==> src/rtl/xor_selftest_pkg.sv <==
// Shared types and constants for the XOR self-test controller.
// Latency: n/a (declarations only).
// Backpressure: n/a (declarations only).
package xor_selftest_pkg;

  // Sweep sequencer states.
  typedef enum logic [2:0] {
    ST_IDLE  = 3'd0,
    ST_APPLY = 3'd1,
    ST_WAIT  = 3'd2,
    ST_CHECK = 3'd3,
    ST_DONE  = 3'd4
  } state_e;

  // Saturation point of the mismatch counter.
  localparam logic [7:0] ERR_MAX = 8'd255;

  // Width of the settle counter; it covers SETTLE values up to 15.
  localparam int WAIT_W = 4;

endpackage

==> src/rtl/xor_selftest_ctrl_if.sv <==
// Bundle between the self-test controller and the XOR unit / test host.
// Latency: n/a (wires only).
// Backpressure: none; start is a one-cycle request that is dropped while busy.
interface xor_selftest_ctrl_if #(
  parameter int WIDTH = 4
);
  logic             start;
  logic [WIDTH-1:0] a;
  logic [WIDTH-1:0] b;
  logic [WIDTH-1:0] result;
  logic             busy;
  logic             done;
  logic             pass;
  logic [7:0]       err_count;

  // Controller side.
  modport master (
    input  start, result,
    output a, b, busy, done, pass, err_count
  );

  // Host / XOR-unit side.
  modport slave (
    output start, result,
    input  a, b, busy, done, pass, err_count
  );
endinterface

==> src/rtl/xor_selftest_ctrl.sv <==
// Exhaustive self-test sweep of an external XOR unit; optional macro XOR_SELFTEST_STOP_ON_FAIL_EN halts at the first mismatch.
// Latency: SETTLE+2 cycles per vector; 2^(2*WIDTH) vectors per full sweep.
// Backpressure: start is accepted only in IDLE/DONE and silently ignored while busy.
module xor_selftest_ctrl
  import xor_selftest_pkg::*;
#(
  parameter int WIDTH  = 4,
  parameter int SETTLE = 2
) (
  input  logic                clk,
  input  logic                rst_n,
  xor_selftest_ctrl_if.master bus
);

  localparam int VW = 2 * WIDTH;
  localparam logic [WAIT_W-1:0] SETTLE_LAST = WAIT_W'(SETTLE - 1);

  state_e            state_q, state_d;
  logic [VW-1:0]     vec_q, vec_d;
  logic [WAIT_W-1:0] wait_q, wait_d;
  logic [WIDTH-1:0]  a_q, a_d;
  logic [WIDTH-1:0]  b_q, b_d;
  logic [7:0]        err_q, err_d;

  logic [VW-1:0]     vec_inc;
  logic              mismatch;

  assign vec_inc  = vec_q + 1'b1;
  // The result is only acted on in CHECK, so its value elsewhere is irrelevant.
  assign mismatch = (bus.result != (a_q ^ b_q));

  // Next-state and datapath updates for the sweep sequencer.
  always_comb begin
    state_d = state_q;
    vec_d   = vec_q;
    wait_d  = wait_q;
    a_d     = a_q;
    b_d     = b_q;
    err_d   = err_q;

    case (state_q)
      ST_IDLE, ST_DONE: begin
        if (bus.start) begin
          // A new sweep always restarts from vector 0 with a clean error count.
          state_d = ST_APPLY;
          vec_d   = '0;
          wait_d  = '0;
          a_d     = '0;
          b_d     = '0;
          err_d   = '0;
        end
      end

      ST_APPLY: begin
        state_d = ST_WAIT;
        wait_d  = '0;
      end

      ST_WAIT: begin
        if (wait_q == SETTLE_LAST) begin
          state_d = ST_CHECK;
          wait_d  = '0;
        end else begin
          wait_d  = wait_q + 1'b1;
        end
      end

      ST_CHECK: begin
`ifdef XOR_SELFTEST_STOP_ON_FAIL_EN
        if (mismatch) begin
          // Freeze on the failing vector so a/b identify it while in DONE.
          err_d   = 8'd1;
          state_d = ST_DONE;
        end else if (&vec_q) begin
          state_d = ST_DONE;
        end else begin
          state_d = ST_APPLY;
          vec_d   = vec_inc;
          a_d     = vec_inc[WIDTH-1:0];
          b_d     = vec_inc[VW-1:WIDTH];
        end
`else
        if (mismatch && (err_q != ERR_MAX)) begin
          err_d = err_q + 8'd1;
        end
        // The all-ones vector is the last one; the counter never wraps to 0.
        if (&vec_q) begin
          state_d = ST_DONE;
        end else begin
          state_d = ST_APPLY;
          vec_d   = vec_inc;
          a_d     = vec_inc[WIDTH-1:0];
          b_d     = vec_inc[VW-1:WIDTH];
        end
`endif
      end

      default: begin
        state_d = ST_IDLE;
      end
    endcase
  end

  // State and datapath registers with synchronous active-low reset.
  always_ff @(posedge clk) begin
    if (!rst_n) begin
      state_q <= ST_IDLE;
      vec_q   <= '0;
      wait_q  <= '0;
      a_q     <= '0;
      b_q     <= '0;
      err_q   <= '0;
    end else begin
      state_q <= state_d;
      vec_q   <= vec_d;
      wait_q  <= wait_d;
      a_q     <= a_d;
      b_q     <= b_d;
      err_q   <= err_d;
    end
  end

  assign bus.a         = a_q;
  assign bus.b         = b_q;
  assign bus.err_count = err_q;
  assign bus.busy      = (state_q == ST_APPLY) || (state_q == ST_WAIT) || (state_q == ST_CHECK);
  assign bus.done      = (state_q == ST_DONE);
  assign bus.pass      = (state_q == ST_DONE) && (err_q == 8'd0);

endmodule

==> src/flat_wrapper.sv <==
// flat-port wrapper written by rule: the top's interface ports become plain ports
module xor_selftest_ctrl_flat import xor_selftest_pkg::*;
#(
  parameter int WIDTH  = 4,
  parameter int SETTLE = 2
)
  (clk, rst_n, bus_start, bus_result, bus_a, bus_b, bus_busy, bus_done, bus_pass, bus_err_count);
  xor_selftest_ctrl_if #(.WIDTH(WIDTH)) bus_i ();
  input  logic clk;
  input  logic rst_n;
  input wire logic [$bits(bus_i.start)-1:0] bus_start;
  input wire logic [$bits(bus_i.result)-1:0] bus_result;
  output wire logic [$bits(bus_i.a)-1:0] bus_a;
  output wire logic [$bits(bus_i.b)-1:0] bus_b;
  output wire logic [$bits(bus_i.busy)-1:0] bus_busy;
  output wire logic [$bits(bus_i.done)-1:0] bus_done;
  output wire logic [$bits(bus_i.pass)-1:0] bus_pass;
  output wire logic [$bits(bus_i.err_count)-1:0] bus_err_count;
  assign bus_i.start = bus_start;
  assign bus_i.result = bus_result;
  assign bus_a = bus_i.a;
  assign bus_b = bus_i.b;
  assign bus_busy = bus_i.busy;
  assign bus_done = bus_i.done;
  assign bus_pass = bus_i.pass;
  assign bus_err_count = bus_i.err_count;
  xor_selftest_ctrl #(.WIDTH(WIDTH), .SETTLE(SETTLE)) u_core (.clk(clk), .rst_n(rst_n), .bus(bus_i));
endmodule
==> config.mk <==
export PLATFORM = sky130hd
export DESIGN_NAME = xor_selftest_ctrl_flat
export DESIGN_NICKNAME = d
export VERILOG_FILES = /design/src/rtl/xor_selftest_pkg.sv /design/src/rtl/xor_selftest_ctrl_if.sv /design/src/rtl/xor_selftest_ctrl.sv /design/src/flat_wrapper.sv
export SDC_FILE = /design/constraint.sdc
export NUM_CORES = 1
export LEC_CHECK = 0
export BUFFER_PORTS_ARGS = -buffer_cell sky130_fd_sc_hd__buf_2
export CORE_MARGIN = 2
export CORE_UTILIZATION = 28
export CTS_CLUSTER_DIAMETER = 40
export DETAILED_ROUTE_END_ITERATION = 8
export GPL_ROUTABILITY_DRIVEN = 0
export REMOVE_ABC_BUFFERS = 1
export SYNTH_ARGS = -nofsm -noshare
export SYNTH_HDL_FRONTEND = slang
export SYNTH_SLANG_ARGS = --single-unit
==> constraint.sdc <==
create_clock -name clk -period 2.47 [get_ports clk]
set_input_delay 0 -clock clk [delete_from_list [all_inputs] [get_ports clk]]
set_output_delay 0 -clock clk [all_outputs]
set_load 0.02 [all_outputs]
==> results of run 1 <==
-- registers in the layout (all words and copies together) (netlist names) --
name and cells:
u_core.bus.err_count 8, u_core.vec_q 4, u_core.bus.a 3, u_core.state_q 3, u_core.wait_q 4, u_core.bus.b 1
-- synth_stat cells (2+ instances only) --
master | count | area share [%]
a21oi_1 | 11 | 3.9
nor2_1 | 10 | 2.7
or3_1 | 3 | 1.3
nand3_1 | 5 | 1.8
xnor3_1 | 4 | 6.4
nand2b_1 | 7 | 3.1
inv_1 | 9 | 2.4
and2_1 | 2 | 0.89
mux2i_1 | 7 | 5.0
nor4b_1 | 2 | 1.3
nor3_1 | 2 | 0.71
buf_4 | 2 | 1.1
a211oi_1 | 2 | 1.1
ha_1 | 5 | 4.5
nand2_1 | 16 | 4.3
or4_1 | 4 | 2.1
and3_1 | 5 | 2.2
dfxtp_1 | 23 | 33
a2111oi_0 | 2 | 1.3
xnor2_1 | 2 | 1.3
o31ai_1 | 4 | 2.1
buf_6 | 2 | 1.6
nand4_1 | 9 | 4.0
o21ai_0 | 6 | 2.1
-- cells by family after synthesis --
family,synth area share (%)
AND/OR/NAND/NOR,30.9
flip-flops,32.9
AO/OA/AOI/OAI,13.4
adder cells (fa/ha/maj),4.46
XOR/XNOR,7.68
multiplexers,5.00
buffers and inverters,5.71
-- where the power goes --
group	leakage, nW	internal (mW)	switching [mW]
clock	0.0228	0.115	0.121
combinational	0.490	0.0924	0.140
sequential	0.186	0.398	0.0501
-- per-layer routing --
layer  track usage, %  routed length (um)
met5                0                   0
met4             1.59                  12
met3             3.61                 123
met2             19.6                1400
met1             17.2                1620
-- worst paths after layout --
path	slack, ps	from	to
worst max register to register	640	u_core.wait_q[1]	u_core.wait_q[1]
worst min register to register	500	u_core.wait_q[3]	u_core.wait_q[3]
worst min-delay path	40	bus_start	u_core.state_q[2]
worst max-delay path	640	u_core.wait_q[1]	u_core.wait_q[1]
-- worst max-delay path, stage by stage, from the launching register on --
cell	delay [ps]
dfxtp_1	380
inv_1	60
ha_1	180
a2111oi_0	520
o21ai_0	350
a211oi_1	260
-- metrics by stage --
stage	util (%)	total power [mW]
6_report	33.6	0.917
5_1_grt	33.6	0.981
4_1_cts	33.6	0.930
3_5_place_dp	32.7	0.691
3_3_place_gp	32.7	0.683
2_1_floorplan	-	0.619
-- final cells by class --
type / instances / area share (%)
repair buffers: 25 / 7.78
flip-flops and latches: 23 / 28.6
multi-input cells: 122 / 53.5
clock buffers: 4 / 2.80
inverters: 9 / 2.10
well taps: 67 / 5.21
==> impl_metrics.csv, run 1 <==
group,metric,value,unit
global_routing,antenna_found_initial,0,
detailed_routing,avgViaCountPerCell,4.97,
timing,post-route-period-util,74.1,%
final_layout,fill_cells,502,
place,hpwl,2350,um
floorplanning,rows,25,
floorplanning,die_height,74.7,um
critical_path,reg2reg_depth,5,
critical_path,critPathLaunchType,"flop",
clock_network,cts_sinks,23,
timing,fin_ws,639,ps
final_layout,finalNonFillerCells,250,
detailed_routing,routed_wl,3160,um
pwr,cellLeakagePower,0.698,nW
detailed_routing,drt_pass1_iterations,4,
clock_network,cts_root_buf,"clkbuf_8",
timing,fmax,546,MHz
timing,hold_viol,0,
floorplanning,die-area,5590,um^2
place,place_area,1560,um^2
timing,final.min_clock_period,1830,ps
final_layout,most-common-layout-cells,"buf_2, dfxtp_1, nand2_1",
critical_path,path_class,"reg -> reg",
floorplanning,die_x,74.7,um
timing,slew_viol_final,0,
detailed_routing,drc,0,
final_layout,design_area,1610,um^2
floorplanning,io_pins,26,
floorplanning,core,4790,um^2
logic_synthesis,synth_cells,160,
clock_network,cts_buffer_depth,2,
logic_synthesis,yosysUniqueCellTypes,40,
final_layout,layout_commonest_cell,"buf_2",
pwr,peakVddDrop,0.000294,V
timing,rsz0062_at_grt,"false",
critical_path,required,2650,ps
clock_network,cts_resized,0,
timing,tightest_slew,574,ps
clock_network,cts_max_level,1,
detailed_routing,wire_per_inst,12.6,um
floorplanning,initial_utilization,29.3,%
place,place_ws,689,ps
final_layout,syn_to_final_growth,14.8,%
place,io_buffers,25,
logic_synthesis,ys_ff_latch,23,
final_layout,ff_latch_area,460,um^2
detailed_routing,drt_iter0_markers,39,
logic_synthesis,yosysWarnings,0,
clock_network,clkSlewWorstSetupHoldPaths,80,ps
logic_synthesis,avgSynthCellArea,8.76,um^2
final_layout,layout-drive-gt1-share,18.6,%
final_layout,final_nets,196,
global_routing,grt_pass1_wl,5460,um
final_layout,diodes,0,
logic_synthesis,ys_seq_area_share,32.9,%
clock_network,hold_buffers,0,
clock_network,cts_tree,"yes",
global_routing,grt_max_degree,13,
outcome,status,"finished, final reports clean",
timing,holdWs,41.7,ps
global_routing,grt_use_total,12.3,%
logic_synthesis,netlist_area,1400,um^2
detailed_routing,ant_nets,0,
detailed_routing,vias,1242,
global_routing,overflow,0,
min_path,hold_depth,4,
timing,relSlewSlack,60.7,%
place,place_inst,246,
critical_path,critPathMaxFanout,4,
clock_network,cts_buffers,3,
logic_synthesis,synthArstFlopShare,0,%
critical_path,end_kind,"flop",
logic_synthesis,synth_ff_type,"dfxtp_1",
flow_run,drv_cap,0,
timing,skew,3.05,ps
logic_synthesis,synth_edf_count,0,
min_path,hold_class,"in -> reg",
timing,fin_tns_setup,0,ps
clock_network,postCtsSetupRepairBufs,0,
timing,finalSetupViolCount,0,
pwr,powerDensity,570,nW/um^2
critical_path,cp.arrival,2010,ps
final_layout,multiInputGateArea,861,um^2
global_routing,grt_pass1_vias,1170,
clock_network,clk_latency,260,ps
Power figures use the tool's default switching activity.
==> run 2, diff against run 1 <==
--- a/config.mk
+++ b/config.mk
@@ -5,6 +5,7 @@
 export SDC_FILE = /design/constraint.sdc
 export NUM_CORES = 1
 export LEC_CHECK = 0
+export ABC_AREA = 1
 export BUFFER_PORTS_ARGS = -buffer_cell sky130_fd_sc_hd__buf_2
 export CORE_MARGIN = 2
 export CORE_UTILIZATION = 28
==> constraint.sdc (replaced) <==
create_clock -name clk -period 1.6 [get_ports clk]
set_input_delay 0 -clock clk [delete_from_list [all_inputs] [get_ports clk]]
set_output_delay 0 -clock clk [all_outputs]
set_load 0.02 [all_outputs]
==> run 2 against run 1 <==
Global-route usage grew 0.81 points. Largest cell class unchanged. Clock-buffer cell count unchanged. Die area grew 1.6%. Routed wire length is 14% higher. Sequential power is 57% higher. Largest power group is now combinational logic. Clock skew up 0.90 ps. Sequential cell count unchanged. Via count is 22% higher. Highest routed layer unchanged. Sequential share of layout area shrank 4.7 points. Synthesized cell count is 35% higher.
==> impl_metrics.csv, run 2 <==
group,metric,value,unit
clock_network,cts_tree,"yes",
logic_synthesis,synth_commonest_cells,"nand2_1, inv_1, nand3_1",
logic_synthesis,synth_ff_type,"dfxtp_1",
outcome,status,"finished, final reports clean",
clock_network,cts_max_level,1,
critical_path,path_class,"reg -> out",
pwr,intPower,1.13,mW
timing,rsz0062_at_grt,"true",
place,place_area,1820,um^2
clock_network,clk_latency,270,ps
logic_synthesis,yosysTopAreaCell,"dfxtp_1",
timing,post-route-period-util,93.5,%
min_path,holdCritStartpoint,"rst_n",
final_layout,largest_reg_flops,8,
global_routing,antenna_found_initial,0,
pwr,powerDensity,948,nW/um^2
logic_synthesis,synth_edf_count,0,
clock_network,cts_buffers,3,
timing,hold_viol,0,
clock_network,cts_buffer_depth,2,
global_routing,grt_pass1_vias,1392,
pwr,peakVddDrop,0.000510,V
pwr,netSwitchingPower,0.729,mW
min_path,hold_class,"in -> reg",
logic_synthesis,yosysUniqueCellTypes,28,
pwr,p_clk_share,19.8,%
timing,slew_viol_final,0,
place,place_ws,-79.9,ps
global_routing,grt_use_total,13.2,%
logic_synthesis,synth_top_area_share,32.3,%
floorplanning,core,4820,um^2
floorplanning,rows,25,
timing,fin_ws,104,ps
logic_synthesis,ys_seq_area_share,32.3,%
timing,relSlewSlack,77.3,%
final_layout,syn_to_final_growth,37.2,%
critical_path,critPathLaunchType,"flop",
detailed_routing,avgViaCountPerCell,4.48,
place,io_buffers,25,
timing,fmax,668,MHz
floorplanning,die_x,75.3,um
clock_network,cts_sinks,23,
logic_synthesis,ys_ff_latch,23,
final_layout,fill_cells,526,
critical_path,required,1600,ps
final_layout,diodes,0,
final_layout,finish.utilization,40.6,%
logic_synthesis,synthArstFlopShare,0,%
critical_path,end_kind,"output port",
pwr,switching_share,39.3,%
final_layout,design_area,1960,um^2
timing,finalSetupViolCount,0,
timing,final.min_clock_period,1500,ps
critical_path,r2r-start,"u_core.bus.err_count[0]",
clock_network,clkSlewWorstSetupHoldPaths,80,ps
pwr,pwr-share-comb,42.2,%
critical_path,worst-path-buf-inv,3,
logic_synthesis,yosysWarnings,0,
clock_network,cts_root_buf,"clkbuf_8",
detailed_routing,drt_iter0_markers,37,
logic_synthesis,netlist_area,1430,um^2
timing,tightest_slew,338,ps
logic_synthesis,yosys-top-cells-area,"dfxtp_1, nand2_1, nand3_1",
global_routing,overflow,0,
detailed_routing,wire_per_inst,10.6,um
floorplanning,initial_utilization,29.6,%
critical_path,worstPathCellList,"buf_4, inv_1, ha_1, nand3_1, nor4_2, buf_2",
critical_path,cpLargestDelayFamily,"buffers and inverters",
timing,fin_tns_setup,0,ps
flow_run,drv_cap,0,
critical_path,critPathMaxFanout,4,
detailed_routing,drt_pass1_iterations,4,
logic_synthesis,synth_cells,216,
pwr,cellLeakagePower,0.881,nW
critical_path,crit_path_top_delay_cell,"dfxtp_2",
global_routing,grt_max_degree,13,
timing,holdWs,46.6,ps
detailed_routing,ant_nets,0,
final_layout,final_nets,285,
final_layout,layout-drive-gt1-share,33.5,%
final_layout,most-common-layout-cells,"nand2_1, inv_1, buf_4",
floorplanning,io_pins,26,
critical_path,cp.arrival,1500,ps
detailed_routing,vias,1519,
logic_synthesis,yosysMostFrequentCell,"nand2_1",
critical_path,crit_start,"u_core.bus.err_count[0]",
logic_synthesis,avgSynthCellArea,6.60,um^2
floorplanning,die-area,5680,um^2
detailed_routing,drc,0,
place,hpwl,2850,um
floorplanning,die_height,75.3,um
global_routing,grt_pass1_wl,5870,um
final_layout,layout_commonest_cell,"nand2_1",
critical_path,cpPeakStageDelay,340,ps
pwr,p_seq_share,38.0,%
timing,skew,3.95,ps
detailed_routing,routed_wl,3600,um
run 2: cell types whose count changed after synthesis, sizes merged, moves of 7 or more:
cell,delta
nand3,+23
nor2,+13
nand4,-9
nand2b,-7
inv,+25
mux2i,-7
nand2,+42
run 2: worst min-delay path, stage by stage:
cell and delay (ps):
buf_2 160, nand2_1 80, nor2_1 30
run 2: kinds of logic (layout without fill, tap and decap cells):
| kind of cell | count (synthesis) | after routing | share of synthesized area (%) |
|---|---|---|---|
| adder cells (fa/ha/maj) | 5 | 5 | 4.39 |
| flip-flops | 23 | 23 | 32.3 |
| AO/OA/AOI/OAI | 26 | 26 | 10.4 |
| XOR/XNOR | 2 | 2 | 1.23 |
| AND/OR/NAND/NOR | 124 | 124 | 42.0 |
| buffers and inverters | 36 | 92 | 9.66 |
run 2: power groups by stage:
| stage | logic, mW | clock network (mW) | registers (mW) |
|---|---|---|---|
| 3_3_place_gp | 0.753 | 0 | 0.712 |
| 5_1_grt | 0.875 | 0.405 | 0.716 |
| 4_1_cts | 0.767 | 0.384 | 0.700 |
| 3_5_place_dp | 0.758 | 0 | 0.713 |
| 2_1_floorplan | 0.460 | 0 | 0.741 |
| 6_report | 0.782 | 0.368 | 0.705 |
run 2: repair_timing:
item / 4_1_cts / 5_1_grt
resized for setup: 2 / 22
endpoints found under the setup margin: 6 / 15
hold buffers: 0 / 0
buffers inserted: 0 / 3
pin swaps: 0 / 7
run 2: stage by stage:
stage	power, mW	instances
global route	2.00	339
detailed placement	1.47	332
floorplan	1.20	215
finish	1.85	339
global placement	1.46	332
CTS	1.85	336
run 2: final timing paths:
path / endpoint / depth (start not counted) / slack (ps)
max: bus_pass / 6 / 100
max reg2reg: u_core.bus.err_count[6] / 9 / 100
min reg2reg: u_core.bus.b[3] / 2 / 490
min: u_core.bus.err_count[7] / 3 / 50
run 2: area by class of cell:
| type | instances | area [um^2] | area share (%) |
|---|---|---|---|
| multi-input combinational | 157 | 890 | 45.5 |
| inverter | 35 | 134 | 6.85 |
| tap | 67 | 83.8 | 4.29 |
| sequential | 23 | 468 | 23.9 |
| timing repair buffer | 53 | 335 | 17.1 |
| clock buffer | 4 | 45.0 | 2.30 |
run 2: metal layers:
layer | global-route usage, % | vias up | wire length [um] | share of wire, %
met5 | 0 | - | 0 | 0
met3 | 1.72 | 3 | 95 | 2.6
met2 | 21.2 | 24 | 1620 | 45
met1 | 18.3 | 678 | 1860 | 52
li1 | - | 814 | - | -
met4 | 4.09 | 0 | 17 | 0.47
==> run 3, diff against run 2 <==
--- a/config.mk
+++ b/config.mk
@@ -12,7 +12,6 @@
 export CTS_CLUSTER_DIAMETER = 40
 export DETAILED_ROUTE_END_ITERATION = 8
 export GPL_ROUTABILITY_DRIVEN = 0
-export REMOVE_ABC_BUFFERS = 1
 export SYNTH_ARGS = -nofsm -noshare
 export SYNTH_HDL_FRONTEND = slang
 export SYNTH_SLANG_ARGS = --single-unit
==> run 3 against run 2 <==
Sequential share of layout area increased by 0.47 points. Worst hold slack got worse by 3.8 ps. Sequential power increased by 2%. Worst setup slack got worse by 41 ps. Fmax decreased by 2.7%. Global-route usage decreased by 0.58 points. Clock skew decreased by 2.9 ps. Combinational power about the same. Critical path type is now reg -> reg. Critical endpoint is now u_core.bus.err_count[2]. Largest power group unchanged. Highest routed layer unchanged.
==> impl_metrics.csv, run 3 (synthesis gave the netlist of run 2 again) <==
group,metric,value,unit
timing,tightest_slew,332,ps
clock_network,cts_tree,"yes",
global_routing,antenna_found_initial,0,
min_path,hold_class,"in -> reg",
critical_path,worstPathCellList,"ha_2, nand3_4, nor3_4, nand3_1, nand2_2, nand2_4, buf_4, a21oi_1, nor2_1",
detailed_routing,wire_per_inst,10.7,um
clock_network,cts_buffers,3,
pwr,p_total,1.88,mW
critical_path,end_kind,"flop",
detailed_routing,drc,0,
global_routing,grt_pass1_wl,5520,um
clock_network,cts_root_buf,"clkbuf_8",
flow_run,drv_cap,0,
critical_path,cpLargestDelayFamily,"simple AND/OR/NAND/NOR gates",
critical_path,crit_path_top_delay_cell,"dfxtp_2",
critical_path,worst-path-buf-inv,1,
timing,rsz0062_at_grt,"true",
timing,final.min_clock_period,1540,ps
timing,finalSetupViolCount,0,
place,place_ws,20.6,ps
floorplanning,die_x,75.3,um
pwr,peakVddDrop,0.000346,V
detailed_routing,avgViaCountPerCell,4.57,
floorplanning,die_height,75.3,um
critical_path,cpPeakStageDelay,340,ps
timing,post-route-period-util,96.1,%
critical_path,critPathLaunchType,"flop",
final_layout,diodes,0,
clock_network,cts_sinks,23,
timing,hold_viol,0,
clock_network,cts_max_level,1,
final_layout,syn_to_final_growth,37.5,%
detailed_routing,vias,1526,
global_routing,grt_use_total,12.6,%
critical_path,path_class,"reg -> reg",
place,place_area,1790,um^2
timing,slew_viol_final,0,
floorplanning,io_pins,26,
place,io_buffers,25,
floorplanning,rows,25,
final_layout,layout-drive-gt1-share,35.2,%
critical_path,critPathMaxFanout,5,
final_layout,layout_commonest_cell,"nand2_1",
global_routing,grt_max_degree,13,
floorplanning,core,4820,um^2
clock_network,clkSlewWorstSetupHoldPaths,90,ps
final_layout,finalNonFillerCells,334,
global_routing,overflow,0,
detailed_routing,routed_wl,3590,um
critical_path,cp.arrival,1700,ps
place,hpwl,2770,um
timing,fin_ws,62.7,ps
final_layout,final_nets,280,
final_layout,largest_reg_flops,8,
timing,relSlewSlack,77.7,%
timing,fmax,650,MHz
final_layout,most-common-layout-cells,"nand2_1, inv_1, nand3_1, buf_2, buf_4",
detailed_routing,drt_pass1_iterations,4,
timing,skew,1.03,ps
logic_synthesis,synth_fp_nets,228,
pwr,cellLeakagePower,0.874,nW
outcome,status,"finished, final reports clean",
critical_path,required,1770,ps
place,place_inst,326,
clock_network,cts_buffer_depth,2,
detailed_routing,drt_iter0_markers,74,
pwr,powerDensity,958,nW/um^2
detailed_routing,ant_nets,0,
global_routing,grt_pass1_vias,1280,
final_layout,design_area,1960,um^2
clock_network,clk_latency,270,ps
floorplanning,initial_utilization,29.6,%
floorplanning,die-area,5680,um^2
run 3: path summary, 6_finish.rpt:
| path | slack, ps | from | to | depth (start not counted) |
|---|---|---|---|---|
| max reg2reg | 60 | u_core.bus.err_count[1] | u_core.bus.err_count[2] | 9 |
| max | 60 | u_core.bus.err_count[1] | u_core.bus.err_count[2] | 9 |
| min | 40 | rst_n | u_core.bus.err_count[7] | 3 |
| min reg2reg | 500 | u_core.bus.b[3] | u_core.bus.b[3] | 2 |
run 3: layout make-up:
cell class                      instances  area, um^2
Clock buffer                            4        45.0
Fill cell                             543        2860
Inverter                               35         134
Multi-Input combinational cell        157         921
Sequential cell                        23         478
Tap cell                               67        83.8
Timing Repair Buffer                   48         298
run 3: through the flow:
stage / hold WS, ps / setup TNS [ps] / utilization [%]
6_report: 42.9 / 0 / 40.7
2_1_floorplan: 217 / 0 / -
3_3_place_gp: 332 / 0 / 37.1
5_1_grt: 53.5 / -174 / 40.7
4_1_cts: 39.5 / 0 / 38.2
3_5_place_dp: 333 / 0 / 37.1
run 3: power by group:
part	total, mW	switching (mW)	internal [mW]
Sequential	0.719	0.0728	0.646
Combinational	0.780	0.476	0.304
Clock	0.379	0.201	0.178
Total	1.88	0.749	1.13
run 3: worst reg2reg max path, cell delays in order (launching register included):
cell and delay, ps:
dfxtp_2 340, ha_2 200, nand3_4 100, nor3_4 190
nand3_1 100, nand2_2 110, nand2_4 80, buf_4 140
a21oi_1 110, nor2_1 60
run 3: layer usage:
layer	up-vias	global-route usage [%]	share of wire, %
li1	805	-	-
met4	0	4.68	1.8
met2	25	19.9	47
met3	5	1.85	2.6
met1	691	17.3	49
met5	-	0	0
run 3: repair_timing:
action,in CTS,in global routing
endpoints found under the setup margin,1,17
hold buffers,0,0
setup buffers,1,3
pin swaps,1,7
gates resized for setup,0,30
